**config.mk**
```make
export PLATFORM = sky130hd
export DESIGN_NAME = vc_writeback_buffer_flat
export DESIGN_NICKNAME = d
export VERILOG_FILES = /design/src/rtl/vc_writeback_buffer_if.sv /design/src/rtl/vc_writeback_buffer.sv /design/src/flat_wrapper.sv
export SDC_FILE = /design/constraint.sdc
export NUM_CORES = 2
export LEC_CHECK = 0
export ABC_AREA = 1
export BUFFER_PORTS_ARGS = -buffer_cell sky130_fd_sc_hd__buf_2
export CAP_MARGIN = 5
export CORE_UTILIZATION = 55
export CTS_CLUSTER_DIAMETER = 40
export DETAILED_ROUTE_END_ITERATION = 7
export PLACE_DENSITY = 0.78
export SLEW_MARGIN = 20
export SYNTH_ARGS = -nofsm -noshare
export SYNTH_HDL_FRONTEND = slang
export SYNTH_SLANG_ARGS = --single-unit
```
**constraint.sdc**
```tcl
create_clock -name clk -period 28.9 [get_ports clk]
set_clock_uncertainty 0.1 [all_clocks]
set_input_delay 4.335 -clock clk [delete_from_list [all_inputs] [get_ports clk]]
set_output_delay 4.335 -clock clk [all_outputs]
set_load 0.05 [all_outputs]
```
**src/rtl/vc_writeback_buffer_if.sv**
```systemverilog
// Victim-cache write-back buffer bus: push side, lookup side and memory side.
// master = victim cache / miss path / memory, slave = the buffer itself.
interface vc_writeback_buffer_if #(
   parameter int ADDR_W = 32,
   parameter int LINE_W = 256
);
   logic              wb_push;
   logic [ADDR_W-1:0] wb_addr;
   logic [LINE_W-1:0] wb_line;
   logic              wb_full;
   logic              wb_empty;
   logic [ADDR_W-1:0] lk_addr;
   logic              lk_hit;
   logic [LINE_W-1:0] lk_line;
   logic              drain_hold;
   logic              pmem_write;
   logic [ADDR_W-1:0] pmem_address;
   logic [63:0]       pmem_wdata;
   logic              pmem_resp;

   modport master (
      output wb_push, wb_addr, wb_line, lk_addr, drain_hold, pmem_resp,
      input  wb_full, wb_empty, lk_hit, lk_line,
      input  pmem_write, pmem_address, pmem_wdata
   );

   modport slave (
      input  wb_push, wb_addr, wb_line, lk_addr, drain_hold, pmem_resp,
      output wb_full, wb_empty, lk_hit, lk_line,
      output pmem_write, pmem_address, pmem_wdata
   );
endinterface

```
**src/rtl/vc_writeback_buffer.sv**
```systemverilog
// Dirty-line write-back FIFO with address-match forwarding and burst drain.
// VC_WB_COALESCE_EN: merge pushes into a matching, non-draining entry.
module vc_writeback_buffer #(
   parameter int DEPTH  = 4,
   parameter int ADDR_W = 32,
   parameter int LINE_W = 256
) (
   input logic clk,
   input logic rst,
   vc_writeback_buffer_if.slave bus
);
   localparam int PW    = $clog2(DEPTH);
   localparam int CW    = PW + 1;
   localparam int BEATS = LINE_W / 64;
   localparam int BW    = (BEATS > 1) ? $clog2(BEATS) : 1;
   localparam int TW    = ADDR_W - 5;

   typedef enum logic {IDLE, BURST} state_t;

   state_t            state_q;
   logic [BW-1:0]     beat_q;
   logic [PW-1:0]     head_q, head_d;
   logic [PW-1:0]     tail_q, tail_d;
   logic [CW-1:0]     count_q, count_d;
   logic [DEPTH-1:0]  vld_q;
   logic [TW-1:0]     tag_q  [DEPTH];
   logic [LINE_W-1:0] line_q [DEPTH];

   logic              full, last_beat, pop, alloc, coal;
   logic [PW-1:0]     coal_idx, lk_idx;
   logic [TW-1:0]     push_tag, lk_tag;
   logic              lk_hit;
   logic [LINE_W-1:0] lk_line;

   assign push_tag  = bus.wb_addr[ADDR_W-1:5];
   assign lk_tag    = bus.lk_addr[ADDR_W-1:5];
   assign full      = (count_q == CW'(DEPTH));
   assign last_beat = (beat_q == BW'(BEATS - 1));
   assign pop       = (state_q == BURST) && bus.pmem_resp && last_beat;

`ifdef VC_WB_COALESCE_EN
   logic [PW-1:0] co_idx;

   // Youngest valid entry matching the push, skipping the draining head.
   always_comb begin
      coal     = 1'b0;
      coal_idx = '0;
      co_idx   = '0;
      for (int i = 0; i < DEPTH; i++) begin
         co_idx = head_q + PW'(i);
         if (vld_q[co_idx] && tag_q[co_idx] == push_tag &&
             !(i == 0 && state_q == BURST)) begin
            coal     = bus.wb_push;
            coal_idx = co_idx;
         end
      end
   end
`else
   assign coal     = 1'b0;
   assign coal_idx = '0;
`endif

   assign alloc   = bus.wb_push && !coal && !full;
   assign head_d  = pop   ? head_q + PW'(1) : head_q;
   assign tail_d  = alloc ? tail_q + PW'(1) : tail_q;
   assign count_d = count_q + CW'(alloc) - CW'(pop);

   // Pointers, occupancy and the IDLE/BURST drain machine.
   always_ff @(posedge clk or posedge rst) begin
      if (rst) begin
         state_q <= IDLE;
         beat_q  <= '0;
         head_q  <= '0;
         tail_q  <= '0;
         count_q <= '0;
         vld_q   <= '0;
      end else begin
         head_q  <= head_d;
         tail_q  <= tail_d;
         count_q <= count_d;
         if (pop)   vld_q[head_q] <= 1'b0;
         if (alloc) vld_q[tail_q] <= 1'b1;
         unique case (state_q)
            IDLE: begin
               if (count_q != '0 && !bus.drain_hold) begin
                  state_q <= BURST;
                  beat_q  <= '0;
               end
            end
            BURST: begin
               if (bus.pmem_resp) begin
                  if (last_beat) state_q <= IDLE;
                  else           beat_q  <= beat_q + BW'(1);
               end
            end
            default: state_q <= IDLE;
         endcase
      end
   end

   // Line storage: new entries at tail, coalesced data in place.
   always_ff @(posedge clk) begin
      if (alloc) begin
         tag_q[tail_q]  <= push_tag;
         line_q[tail_q] <= bus.wb_line;
      end else if (coal) begin
         line_q[coal_idx] <= bus.wb_line;
      end
   end

   // Forwarding lookup; scan oldest to youngest so the youngest wins.
   always_comb begin
      lk_hit  = 1'b0;
      lk_line = '0;
      lk_idx  = '0;
      for (int i = 0; i < DEPTH; i++) begin
         lk_idx = head_q + PW'(i);
         if (vld_q[lk_idx] && tag_q[lk_idx] == lk_tag) begin
            lk_hit  = 1'b1;
            lk_line = line_q[lk_idx];
         end
      end
   end

   assign bus.lk_hit       = lk_hit;
   assign bus.lk_line      = lk_line;
   assign bus.wb_full      = full;
   assign bus.wb_empty     = (count_q == '0);
   assign bus.pmem_write   = (state_q == BURST);
   assign bus.pmem_address = (state_q == BURST) ?
                             {tag_q[head_q], 5'd0} : '0;
   assign bus.pmem_wdata   = (state_q == BURST) ?
                             line_q[head_q][{beat_q, 6'd0} +: 64] : '0;
endmodule

```
**src/flat_wrapper.sv**
```systemverilog
// flat-port wrapper written by rule: the top's interface ports become plain ports
module vc_writeback_buffer_flat 
#(
   parameter int DEPTH  = 4,
   parameter int ADDR_W = 32,
   parameter int LINE_W = 256
)
  (clk, rst, bus_wb_push, bus_wb_addr, bus_wb_line, bus_lk_addr, bus_drain_hold, bus_pmem_resp, bus_wb_full, bus_wb_empty, bus_lk_hit, bus_lk_line, bus_pmem_write, bus_pmem_address, bus_pmem_wdata);
  vc_writeback_buffer_if #(.ADDR_W(ADDR_W), .LINE_W(LINE_W)) bus_i ();
  input logic clk;
  input logic rst;
  input wire logic [$bits(bus_i.wb_push)-1:0] bus_wb_push;
  input wire logic [$bits(bus_i.wb_addr)-1:0] bus_wb_addr;
  input wire logic [$bits(bus_i.wb_line)-1:0] bus_wb_line;
  input wire logic [$bits(bus_i.lk_addr)-1:0] bus_lk_addr;
  input wire logic [$bits(bus_i.drain_hold)-1:0] bus_drain_hold;
  input wire logic [$bits(bus_i.pmem_resp)-1:0] bus_pmem_resp;
  output wire logic [$bits(bus_i.wb_full)-1:0] bus_wb_full;
  output wire logic [$bits(bus_i.wb_empty)-1:0] bus_wb_empty;
  output wire logic [$bits(bus_i.lk_hit)-1:0] bus_lk_hit;
  output wire logic [$bits(bus_i.lk_line)-1:0] bus_lk_line;
  output wire logic [$bits(bus_i.pmem_write)-1:0] bus_pmem_write;
  output wire logic [$bits(bus_i.pmem_address)-1:0] bus_pmem_address;
  output wire logic [$bits(bus_i.pmem_wdata)-1:0] bus_pmem_wdata;
  assign bus_i.wb_push = bus_wb_push;
  assign bus_i.wb_addr = bus_wb_addr;
  assign bus_i.wb_line = bus_wb_line;
  assign bus_i.lk_addr = bus_lk_addr;
  assign bus_i.drain_hold = bus_drain_hold;
  assign bus_i.pmem_resp = bus_pmem_resp;
  assign bus_wb_full = bus_i.wb_full;
  assign bus_wb_empty = bus_i.wb_empty;
  assign bus_lk_hit = bus_i.lk_hit;
  assign bus_lk_line = bus_i.lk_line;
  assign bus_pmem_write = bus_i.pmem_write;
  assign bus_pmem_address = bus_i.pmem_address;
  assign bus_pmem_wdata = bus_i.pmem_wdata;
  vc_writeback_buffer #(.DEPTH(DEPTH), .ADDR_W(ADDR_W), .LINE_W(LINE_W)) u_core (.clk(clk), .rst(rst), .bus(bus_i));
endmodule
```
After elaboration in Yosys (flattened, before gate mapping) --
Memories as Yosys holds them, arrays and structs flattened. Index checks and enable logic that the tools add are counted.
Cells by class: $add $sub $neg 7, $mul 0, div/mod/pow operators 0, $lt $le $gt $ge 7, equal/unequal tests 9, shift-type cells 1, mux-type cells 34, bitwise operators 4, reduce and logical (&&, ||, !) cells 15
Operators with widths (count):
- $mux 256 | 4
- $shiftx 256x9->64 | 1
- $eq 27x27->1 | 4
- $mux 64 | 1
- $mux 32 | 1
- $lt 2x3->1 const B | 5
- $mux 1 | 15
- $logic_and 1x1->1 | 10
- $bmux 1 s2 | 4
- $mux 4 | 2
- $add 2x1->2 const B | 3
- $mux 2 | 3
- $add 2x2->2 const B | 2
- $and 4x4->4 | 1
- $demux 1 s2 | 2
- $ge 2x1->1 const B | 2
- $ne 2x2->1 const B | 2
- $not 4->4 | 1
- $or 4x4->4 | 1
- $pmux 2 s2 | 1
- $add 3x1->3 | 1
- $eq 3x3->1 const B | 1
- $logic_not 3->1 | 1
- $reduce_and 3->1 | 1
- 7 further kinds | 8
Word-level totals: flip-flop bits (word level) 14, bits in latches 0, memory bits (writable) 1132, ROM bits 0, input port bits 325, output and inout bits 356, word-level logic and storage cells 85, memories kept 2
Memories:
- u_core.line_q | depth 4, width 256, read ports 4, clocked after memory_dff 0, wr ports 1, line vc_writeback_buffer.sv:27 | logic [LINE_W-1:0] line_q [DEPTH];
- u_core.tag_q | depth 4, width 27, read ports 4, clocked after memory_dff 0, wr ports 1, line vc_writeback_buffer.sv:26 | logic [TW-1:0] tag_q [DEPTH];

Logic depth before layout (Yosys ltp) --
depth after elaboration 9, gate-level depth with buffers 29, depth with buffers taken out 18

Worst setup path after synthesis --
OpenSTA, ideal clock, no wires.
path type input-to-reg, start point input port bus_wb_push, end point memory u_core.line_q[0][0], enable pin, setup time 934 ps, arrival 16287 ps, data required time 27866 ps, setup slack 11579 ps, stages on the path 2, path buffers 0, cells stage by stage o21ai_1 > nor2_1
Between the ends: longest elaborated chain between the ends 3
RTL lines:
- from (decl) | line flat_wrapper.sv:12 | input wire logic [$bits(bus_i.wb_push)-1:0] bus_wb_push;
- $logic_and 1x1->1 | line vc_writeback_buffer.sv:63 | assign alloc = bus.wb_push && !coal && !full;
- $mux 1 | line vc_writeback_buffer.sv:103 | if (alloc) begin
- $mux 1 (implied by the code) | line vc_writeback_buffer.sv:105 | line_q[tail_q] <= bus.wb_line;
- to (decl) | line vc_writeback_buffer.sv:27
No other way between the ends.

Final worst setup path --
start point input port bus_lk_addr[31], end point output port bus_lk_line[48]
Between the ends: longest elaborated chain between the ends 6, elaborated cells on any way between the ends 12, classes of those cells eq/ne: 4; mux: 4; reduce/logical: 4
RTL lines:
- from (decl) | line flat_wrapper.sv:15 | input wire logic [$bits(bus_i.lk_addr)-1:0] bus_lk_addr;
- $eq 27x27->1 | line vc_writeback_buffer.sv:118 | if (vld_q[lk_idx] && tag_q[lk_idx] == lk_tag) begin
- $logic_and 1x1->1 | line vc_writeback_buffer.sv:118
- $mux 256 (3 in series) | line vc_writeback_buffer.sv:118
- $mux 256 * | line vc_writeback_buffer.sv:118
- to (decl) | line flat_wrapper.sv:21 | output wire logic [$bits(bus_i.lk_line)-1:0] bus_lk_line;
Every way passes the cells marked *; elsewhere a longest branch is shown, timed or not.

==> metrics.md <==
| Metric | Value |
|---|---|
| Ports | 681 |
| Crit path time final | 13,820 ps |
| Post-layout util | 0.625 |
| Layout net count | between 10,000 and 15,000 |
| Unrepaired setup endpoints after global routing | no |
| Critical path startpoint category | primary input |
| Post-route insts no fill | 12,507 |
| Remaining DRCs | 11 |
| Via Count | ~72,000 |
| Synth Warn # | 0 |
| Post-synth top area cell | edfxtp_1 |
| Uppermost layer routed | met5 |
| Seq/Total Area, Yosys | 0.455 |
| Setup crit end kind | output pin |
| EDFF count, synth | 1,132 |
| Core area | about 140,000 um^2 |
| Layout cells sized above 1 | 0.104 |
| Area growth syn-to-layout | 12.4% |
| Critical Path Source | bus_lk_addr[31] |
| Total CTS buffers | 176 |
| Synth area leaders | edfxtp_1 45%, nand2_1 19%, o21ai_0 13%, inv_1 5.9%, a21oi_1 3.0% |
| Commonest cells post-synth | 3,812 x nand2_1, 1,973 x o21ai_0, 1,195 x inv_1 |
| DRT antenna net count | 0 |
| Inst Count DP | 12,107 |
| WL met1 | 85,700 um |
| Worst Setup Path Type | in2out |
| Cell row count | approximately 140 |
| Hold Violations, Final | 0 |
| Max-capacitance violation count | 0 |
| Min-Delay Path Class | reg2reg |
| HPWL Detailed | 142,000 um |
| Failing checks | DRC |
| Clk Latency, worst-skew pair | 790 ps |
| Status | finished, violations left |
| Period utilization | 0.478 |
| Routed WL per cell | 18.9 um |
| Pre-antenna DRT Iters | 8 |
| Met2 routed WL | 107,000 um |
| Tot GR Track Use | 0.330 |
| Die Span X | 373 um |
| Largest net degree at the start of global routing | about 270 |
| Worst slew pin tran | ~1200 ps |
| Port buffer count | ~670 |
| Clk pin slew, worst setup/hold paths | about 50 ps |
| Pwr/cell area | 111 nW/um^2 |
| Vias per cell | 5.78 |
| Initial antenna violation count | between 90 and 100 |
| First-pass GRT wire length | approximately 360,000 um |
| Met3 wire length | between 20,000 and 30,000 um |
| Post-Synthesis Cells | 10,326 |
| CTS tree | yes |
| Synth Register Bits | approximately 1,100 |
| Total Wirelength | 237,000 um |
| Final setup viols | 0 |
| Die ar. | 139,000 um^2 |
| Reg2reg start | u_core.count_q[1]$_DFF_PP0_ |
| Initial Utilization | 0.556 |
| Clk root buf | clkbuf_16 |
| Post-CTS setup buffers | 0 |
| Iter 0 DRT Violations | 8,369 |
| Pleak | approximately 0.04 uW |
| Ys async rst share | 0.0122 |
| CTS Buffer Depth | 3 |
| Peak VDD IR | around 0.000097 V |
| CP arrival | 9380 ps |
| Avg Cell Area, Syn | 7.32 um^2 |
| Gr ovfl total | 0 |
| CP max FO | 74 |
| Worst EP required | roughly 24,000 ps |
| Hold Path Origin | u_core.vld_q[0]$_DFF_PP0_ |
| Final setup TNS | 0 ps |
| Count leader, synth | nand2_1 |
| Fmax | about 72 MHz |
| H-tree depth | 4 |
| Clock sinks | ~1,100 |
| CTS resizes | 0 |
| Routability congestion estimate from global placement | ~0.93 |
| Synthesized area | 75,500 um^2 |
| Yosys cell types | 35 |
| Final Slew Violations | 0 |
| Hold buffers post-CTS | 0 |
| Die height | 373 um |
| Most used DFF post-synth | edfxtp_1 |
| Vias in the first global route | 66,412 |
| Worst rel slew slack | 0.225 |
| Hold Slack | between 400 and 500 ps |
| Top cell type's share of synthesized area | 0.450 |
==> critical path: stages <==
cell and delay (ps):
buf_2 130, inv_1 80, nand3_1 90, nand2_1 60, nor2_1 160, nand2_1 120, nor2_1 280, nand2_8 370
nor2_8 610, inv_2 150, nand2_8 500, buf_4 740, buf_4 790, nand2_1 110, nand2_1 90, nand2_1 70
nand2_1 160, buf_2 300
==> path summary, 6_finish.rpt <==
kind	slack (ps)	endpoint	depth (start not counted)
max in group asynchronous	24780	u_core.head_q[0]$_DFFE_PP0P_	2
setup reg to reg	24620	u_core.line_q[2][174]$_DFFE_PP_	8
min in group asynchronous	3520	u_core.beat_q[1]$_DFFE_PP0P_	2
setup / recovery	15080	bus_lk_line[48]	18
hold reg to reg	420	u_core.vld_q[0]$_DFF_PP0_	2
hold / removal	420	u_core.vld_q[0]$_DFF_PP0_	2
==> flip-flops by register name (all words and copies together) (netlist names) <==
register and count:
u_core.tail_q 2, u_core.line_q 1024, u_core.head_q 2, u_core.tag_q 108
u_core.vld_q 4, u_core.beat_q 2, u_core.bus.pmem_write 1, u_core.count_q 3
==> metrics by stage <==
stage	area [um^2]	setup WS, ps	total power (uW)
final	84900	15080	9450
after global routing	84800	14930	10100
after CTS	84600	14830	9360
after detailed placement	78600	14830	7190
after global placement	78600	14820	7020
after floorplan	75600	11580	6230
==> cell usage in the layout, fill, tap and decap left out, types with 4 or more instances in the layout <==
| master | n |
|---|---|
| a21oi_1 | 460 |
| buf_12 | 10 |
| buf_2 | 665 |
| buf_4 | 75 |
| buf_6 | 4 |
| bufinv_16 | 19 |
| clkbuf_1 | 21 |
| clkbuf_16 | 179 |
| clkinv_1 | 14 |
| clkinv_2 | 14 |
| clkinv_4 | 19 |
| clkinvlp_4 | 18 |
| conb_1 | 5 |
| dfrtp_1 | 10 |
| dfrtp_4 | 4 |
| diode_2 | 69 |
| edfxtp_1 | 1132 |
| ha_1 | 10 |
| inv_1 | 1192 |
| inv_4 | 5 |
| inv_6 | 29 |
| inv_8 | 10 |
| mux2i_1 | 218 |
| nand2_1 | 3812 |
| nand3_1 | 284 |
| nand3b_1 | 5 |
| nand4_1 | 6 |
| nor2_1 | 98 |
| nor2_4 | 7 |
| nor3_1 | 5 |
| o211ai_1 | 267 |
| o21ai_0 | 1973 |
| o21ai_1 | 8 |
| or2_2 | 37 |
| xor2_1 | 18 |
==> logic make-up after synthesis <==
logic type | synth area share
simple gates | 0.219
compound gates | 0.189
buf+inv | 0.105
flops | 0.455
mux | 0.0289
xor+xnor | 0.00232
fa+ha+maj | 0.00209
other cells | 0.0000496
==> layout make-up <==
cell class / instances / area [um^2]
inverter: 1200 / 4530
clock inverter: 128 / 1460
antenna: 69 / 173
multi-input combinational: 7227 / 33400
timing repair buffer: 756 / 4190
clock buffer: 200 / 4560
sequential: 1146 / 34400
fill: 11324 / 50900
tap: 1781 / 2230
==> routing by layer <==
layer	GRT usage	up-vias
li1	-	34412
met1	0.391	32908
met2	0.528	4029
met4	0.217	70
met5	0	-
met3	0.0881	897
==> report_power, final <==
group / leakage, uW / switching (uW) / internal, uW
Combinational: 0.0261 / 3690 / 1280
Sequential: 0.0105 / 123 / 2200
Clock: 0.00289 / 831 / 1330
Note: power is estimated with default switching activity, not from simulation.
